[config.mk]
export PLATFORM = sky130hd
export DESIGN_NAME = if_stage
export DESIGN_NICKNAME = d
export VERILOG_FILES = /design/src/rtl/if_stage_pkg.sv /design/src/rtl/if_skid_buf.sv /design/src/rtl/if_stage.sv
export SDC_FILE = /design/constraint.sdc
export NUM_CORES = 1
export LEC_CHECK = 0
export CAP_MARGIN = 20
export CELL_PAD_IN_SITES_DETAIL_PLACEMENT = 1
export CELL_PAD_IN_SITES_GLOBAL_PLACEMENT = 1
export CORE_ASPECT_RATIO = 1.25
export CORE_MARGIN = 1.5
export CORE_UTILIZATION = 33
export CTS_CLUSTER_DIAMETER = 200
export DETAILED_ROUTE_END_ITERATION = 7
export PLACE_DENSITY_LB_ADDON = 0.1
export SYNTH_ARGS = -nofsm -noshare
export SYNTH_HDL_FRONTEND = slang
export SYNTH_SLANG_ARGS = --single-unit
[constraint.sdc]
create_clock -name clk -period 2 [get_ports clk]
set_input_delay 0.3 -clock clk [delete_from_list [all_inputs] [get_ports clk]]
set_output_delay 0.3 -clock clk [all_outputs]
set_load 0.005 [all_outputs]
[src/rtl/if_stage_pkg.sv]
// Shared fetch-side definitions: FSM states, reset PC, NPC ops.
// Also defines the IF/ID bundle type.
package if_stage_pkg;

  localparam logic [31:0] RESET_PC_DEF = 32'h0000_3000;

  typedef enum logic [1:0] {
    S_FETCH = 2'd0,
    S_HOLD  = 2'd1,
    S_DROP  = 2'd2
  } if_state_e;

  typedef enum logic [1:0] {
    NPC_PC4 = 2'd0,
    NPC_BR  = 2'd1,
    NPC_JAL = 2'd2,
    NPC_JR  = 2'd3
  } npc_op_e;

  typedef struct packed {
    logic        valid;
    logic [31:0] pc;
    logic [31:0] instr;
  } if_id_t;

  function automatic logic [31:0] pc_inc(input logic [31:0] p);
    return p + 32'd4;
  endfunction

endpackage

[src/rtl/if_skid_buf.sv]
// One-entry skid buffer holding a fetched word while IF/ID is stalled.
module if_skid_buf
  import if_stage_pkg::*;
(
  input  logic        clk,
  input  logic        rst,
  input  logic        i_load,
  input  logic        i_clear,
  input  logic [31:0] i_data,
  output logic [31:0] o_data,
  output logic        o_valid
);

  logic [31:0] r_data;
  logic        r_vld;

  always_ff @(posedge clk) begin
    if (!rst) begin
      r_data <= '0;
      r_vld  <= 1'b0;
    end else if (i_clear) begin
      r_vld  <= 1'b0;
    end else if (i_load) begin
      r_data <= i_data;
      r_vld  <= 1'b1;
    end
  end

  assign o_data  = r_data;
  assign o_valid = r_vld;

endmodule

[src/rtl/if_stage.sv]
// Instruction fetch stage: PC, fetch FSM, redirect target and IF/ID.
module if_stage
  import if_stage_pkg::*;
#(
  parameter logic [31:0] RESET_PC = RESET_PC_DEF
) (
  input  logic        clk,
  input  logic        rst,
  input  logic        stall,
  input  logic        flush,
  input  logic        redirect,
  input  logic [31:0] npc,
  output logic [31:0] pc,
  output logic        imem_req,
  output logic [31:0] imem_addr,
  input  logic        imem_rdy,
  input  logic [31:0] imem_rdata,
  output logic        if_id_valid,
  output logic [31:0] if_id_pc,
  output logic [31:0] if_id_instr
);

  if_state_e   r_state;
  logic [31:0] r_pc;
  logic [31:0] r_tgt;
  if_id_t      r_ifid;

  logic        w_deliver;
  logic        w_skid_load;
  logic        w_skid_clr;
  logic        w_skid_vld;
  logic [31:0] w_skid_data;
  logic [31:0] w_instr;

  if_skid_buf u_skid (
    .clk     (clk),
    .rst     (rst),
    .i_load  (w_skid_load),
    .i_clear (w_skid_clr),
    .i_data  (imem_rdata),
    .o_data  (w_skid_data),
    .o_valid (w_skid_vld)
  );

  always_comb begin
    w_deliver   = 1'b0;
    w_skid_load = 1'b0;
    w_skid_clr  = 1'b0;
    w_instr     = imem_rdata;
    case (r_state)
      S_FETCH: begin
        w_deliver   = imem_rdy & ~redirect & ~stall;
        w_skid_load = imem_rdy & ~redirect & stall;
      end
      S_HOLD: begin
        w_deliver  = w_skid_vld & ~redirect & ~stall;
        w_skid_clr = redirect | ~stall;
        w_instr    = w_skid_data;
      end
      default: ;
    endcase
  end

  always_ff @(posedge clk) begin
    if (!rst) begin
      r_state <= S_FETCH;
      r_pc    <= RESET_PC;
      r_tgt   <= '0;
      r_ifid  <= '0;
    end else begin
      case (r_state)
        S_FETCH: begin
          if (redirect) begin
            if (imem_rdy) begin
              r_pc <= npc;
            end else begin
              r_tgt   <= npc;
              r_state <= S_DROP;
            end
          end else if (imem_rdy) begin
            if (stall) r_state <= S_HOLD;
            else       r_pc    <= pc_inc(r_pc);
          end
        end
        S_HOLD: begin
          if (redirect) begin
            r_pc    <= npc;
            r_state <= S_FETCH;
          end else if (!stall) begin
            r_pc    <= pc_inc(r_pc);
            r_state <= S_FETCH;
          end
        end
        S_DROP: begin
          // A redirect landing with the response wins over the saved target
          if (redirect) r_tgt <= npc;
          if (imem_rdy) begin
            r_pc    <= redirect ? npc : r_tgt;
            r_state <= S_FETCH;
          end
        end
        default: r_state <= S_FETCH;
      endcase

      if (flush) begin
        r_ifid.valid <= 1'b0;
      end else if (!stall) begin
        if (w_deliver) r_ifid <= '{valid: 1'b1, pc: r_pc, instr: w_instr};
        else           r_ifid.valid <= 1'b0;
      end
    end
  end

  assign pc          = r_pc;
  assign imem_addr   = r_pc;
  assign imem_req    = (r_state != S_HOLD);
  assign if_id_valid = r_ifid.valid;
  assign if_id_pc    = r_ifid.pc;
  assign if_id_instr = r_ifid.instr;

endmodule

==> metrics <==
status=completed; antenna diode count=0; grt ovf=0; clock buffer count from CTS=17; placed insts=1416; VDD IR max=0.564 mV; crit path launch type=flop; crit path kind=flop to output port; Clk pin slew, worst setup/hold paths=0.07 ns; r2r setup slk=roughly 0.09 ns; CP max FO=8; terminus of the critical flop-to-flop path=imem_addr[28]; Worst Hold End=r_tgt[21]; nets@finish=about 1.2k; CP Capture Type=output port; Via density=a little over 5; Max Cap Viol=0; Post-Syn Area per Cell=8.26 um^2; initial antenna violation count=0; Longest Clk Path Bufs=2; FFs w/ async S/R, synth=0; full die area=24800 um^2; GRT Overall Usage=0.212; die height=around 180 um; Final Setup Violations=0; Post-Synthesis Cells=952; GP Congestion=0.793; layout cell share with drive strength beyond 1=0.127; synthesis-to-layout area growth=39.7%; Post-Syn Area=7860 um^2; crit path cell chain=buf_4 > nand2b_4 > clkdlybuf4s50_1; Final Hold Fails=0; Layout Cells excl Fill=1450; FF+latch count, synth=164; yosys warns=0; Clock Tree Root=clkbuf_16; Seq/Total Area, Yosys=0.418; DPL Wire Length=18.7 mm; hold path cells=2; max frequency=515 MHz; post-DR wirelength/cell=17.7 um; launch point of the worst path=r_state[0]; port bufs=199; hold_sp=rst; DR iter-0 viols=221; DRC Markers=0; htree depth=4; syn_nets=just over 1k; Rows=62; relative max-transition margin=0.663; CP required=1.70 ns; Clk Latency, worst-skew pair=0.43 ns; static leakage=~4.6 nW; most frequent cells in the layout=nand2_1 (272), clkdlybuf4s50_1 (197), dfxtp_1 (162); clk_skew=0.00983 ns; number of global-route vias before repair=7661; clock sink total=roughly 160; Synth cell types=64; Worst Hold Class=primary input to flop; fin. max-slew vios=0; via count=7461; DRT Wirelength=25.7 mm; Initial Util=0.339; die width=around 140 um; Finished Core Util=0.473; WP data arrival=1.64 ns; R2R depth=7; first-pass GRT wire length=41.2 mm; PwrDens=722 nW/um^2; number of synthesized flops with an enable pin=0; crit-path max cell delay=around 0.53 ns; most common cell after layout, fill and taps aside=nand2_1; FF-to-FF Start=imem_addr[2]; Worst Tran Pin Value=0.504 ns; TritonRoute pass-1 iters=4; Final period util=0.972; Main synth FF type=dfxtp_1; CTS tree=done; I/O pin count=200; Tmin final=1.94 ns; largest net degree at the start of global routing=49; Hold-fix buffers, CTS=0; core area=roughly 23000 um^2; CP max stage cell=clkdlybuf4s50_1; post-route ant nets=0
## per-stage QoR
stage / power, mW / cell area (um^2) / hold WS, ns / setup WS, ns / setup TNS, ns
5_1_grt: 8.31 / 11000 / 0.296 / -0.0260 / -0.0620
2_1_floorplan: 4.11 / 7860 / 0.376 / 0.0798 / 0
3_3_place_gp: 4.76 / 10400 / 0.437 / -0.145 / -6.36
6_report: 7.93 / 11000 / 0.293 / 0.0566 / 0
4_1_cts: 8.05 / 11000 / 0.283 / 0.0406 / 0
3_5_place_dp: 4.77 / 10400 / 0.444 / -0.154 / -6.47
## flip-flops by register name, indices dropped and copies added, names as in the netlist
register	count
u_skid.o_valid	1
imem_addr	32
u_skid.o_data	32
if_id_instr	32
r_state	2
r_tgt	32
if_id_pc	32
if_id_valid	1
## final cells by class
class,count,area [um^2]
clock inverters,14,129
clock buffers,18,439
repair buffers,288,2740
inverters,2,7.51
flip-flops and latches,164,3290
multi-input cells,676,4010
well taps,288,360
fillers,2718,12200
## worst max path at each step
| stage | slack [ns] | cells after the start | end |
|---|---|---|---|
| finish | 0.06 | 3 | imem_req |
| global route | -0.03 | 7 | imem_addr[16] |
| CTS | 0.04 | 3 | imem_req |
| detailed placement | -0.15 | 7 | if_id_pc[14] |
| global placement | -0.14 | 7 | if_id_instr[23] |
| floorplan | 0.08 | 7 | imem_addr[26] |
## per-layer routing
layer	up-vias	GRT usage	part of all wire
li1	3676	-	-
met1	3598	0.243	0.42
met2	160	0.389	0.52
met3	27	0.0466	0.045
met4	0	0.0664	0.018
met5	-	0	0
## synth_stat cells, types with 5 or more instances
library cell	n	area, um^2
nand2_1	272	1020
dfxtp_1	164	3280
a21boi_0	98	736
clkbuf_1	40	150
buf_4	35	263
mux2i_1	35	350
o21ai_0	35	175
buf_2	34	170
o211a_1	34	340
a21oi_1	33	165
nor2_1	23	86.3
nand3_1	14	70.1
and3_1	11	68.8
o211ai_1	10	75.1
a211oi_1	9	67.6
nand4_1	7	43.8
nor3_1	7	35.0
nor3b_1	6	45.0
o31a_1	6	52.6
a31oi_1	5	31.3
## worst max-delay path: cells and delay by family (launching register included)
family	cells	cell delay (ns)
buffers and inverters	2	0.70
flip-flops	1	0.38
AND/OR/NAND/NOR	1	0.13
## power by group
part           internal (mW)  switching [mW]  total, mW  leakage [nW]
Clock                   1.69            1.55       3.24         0.286
Sequential              3.40          0.0972       3.49          1.34
Combinational          0.637           0.556       1.19          2.93
Total                   5.73            2.20       7.93          4.55
## logic make-up after synthesis
group	Yosys count	share of synthesized area
buffers and inverters	112	0.0758
multiplexers	35	0.0446
flip-flops	164	0.418
AO/OA/AOI/OAI	260	0.243
AND/OR/NAND/NOR	377	0.214
adder cells (fa/ha/maj)	1	0.00159
XOR/XNOR	3	0.00334
## timing repair
action / CTS / global route
endpoints found under the setup margin: 3 / 2
gates resized for setup: 5 / 0
setup buffers: 0 / 2
pin swaps: 0 / 1
Power figures use the tool's default switching activity.
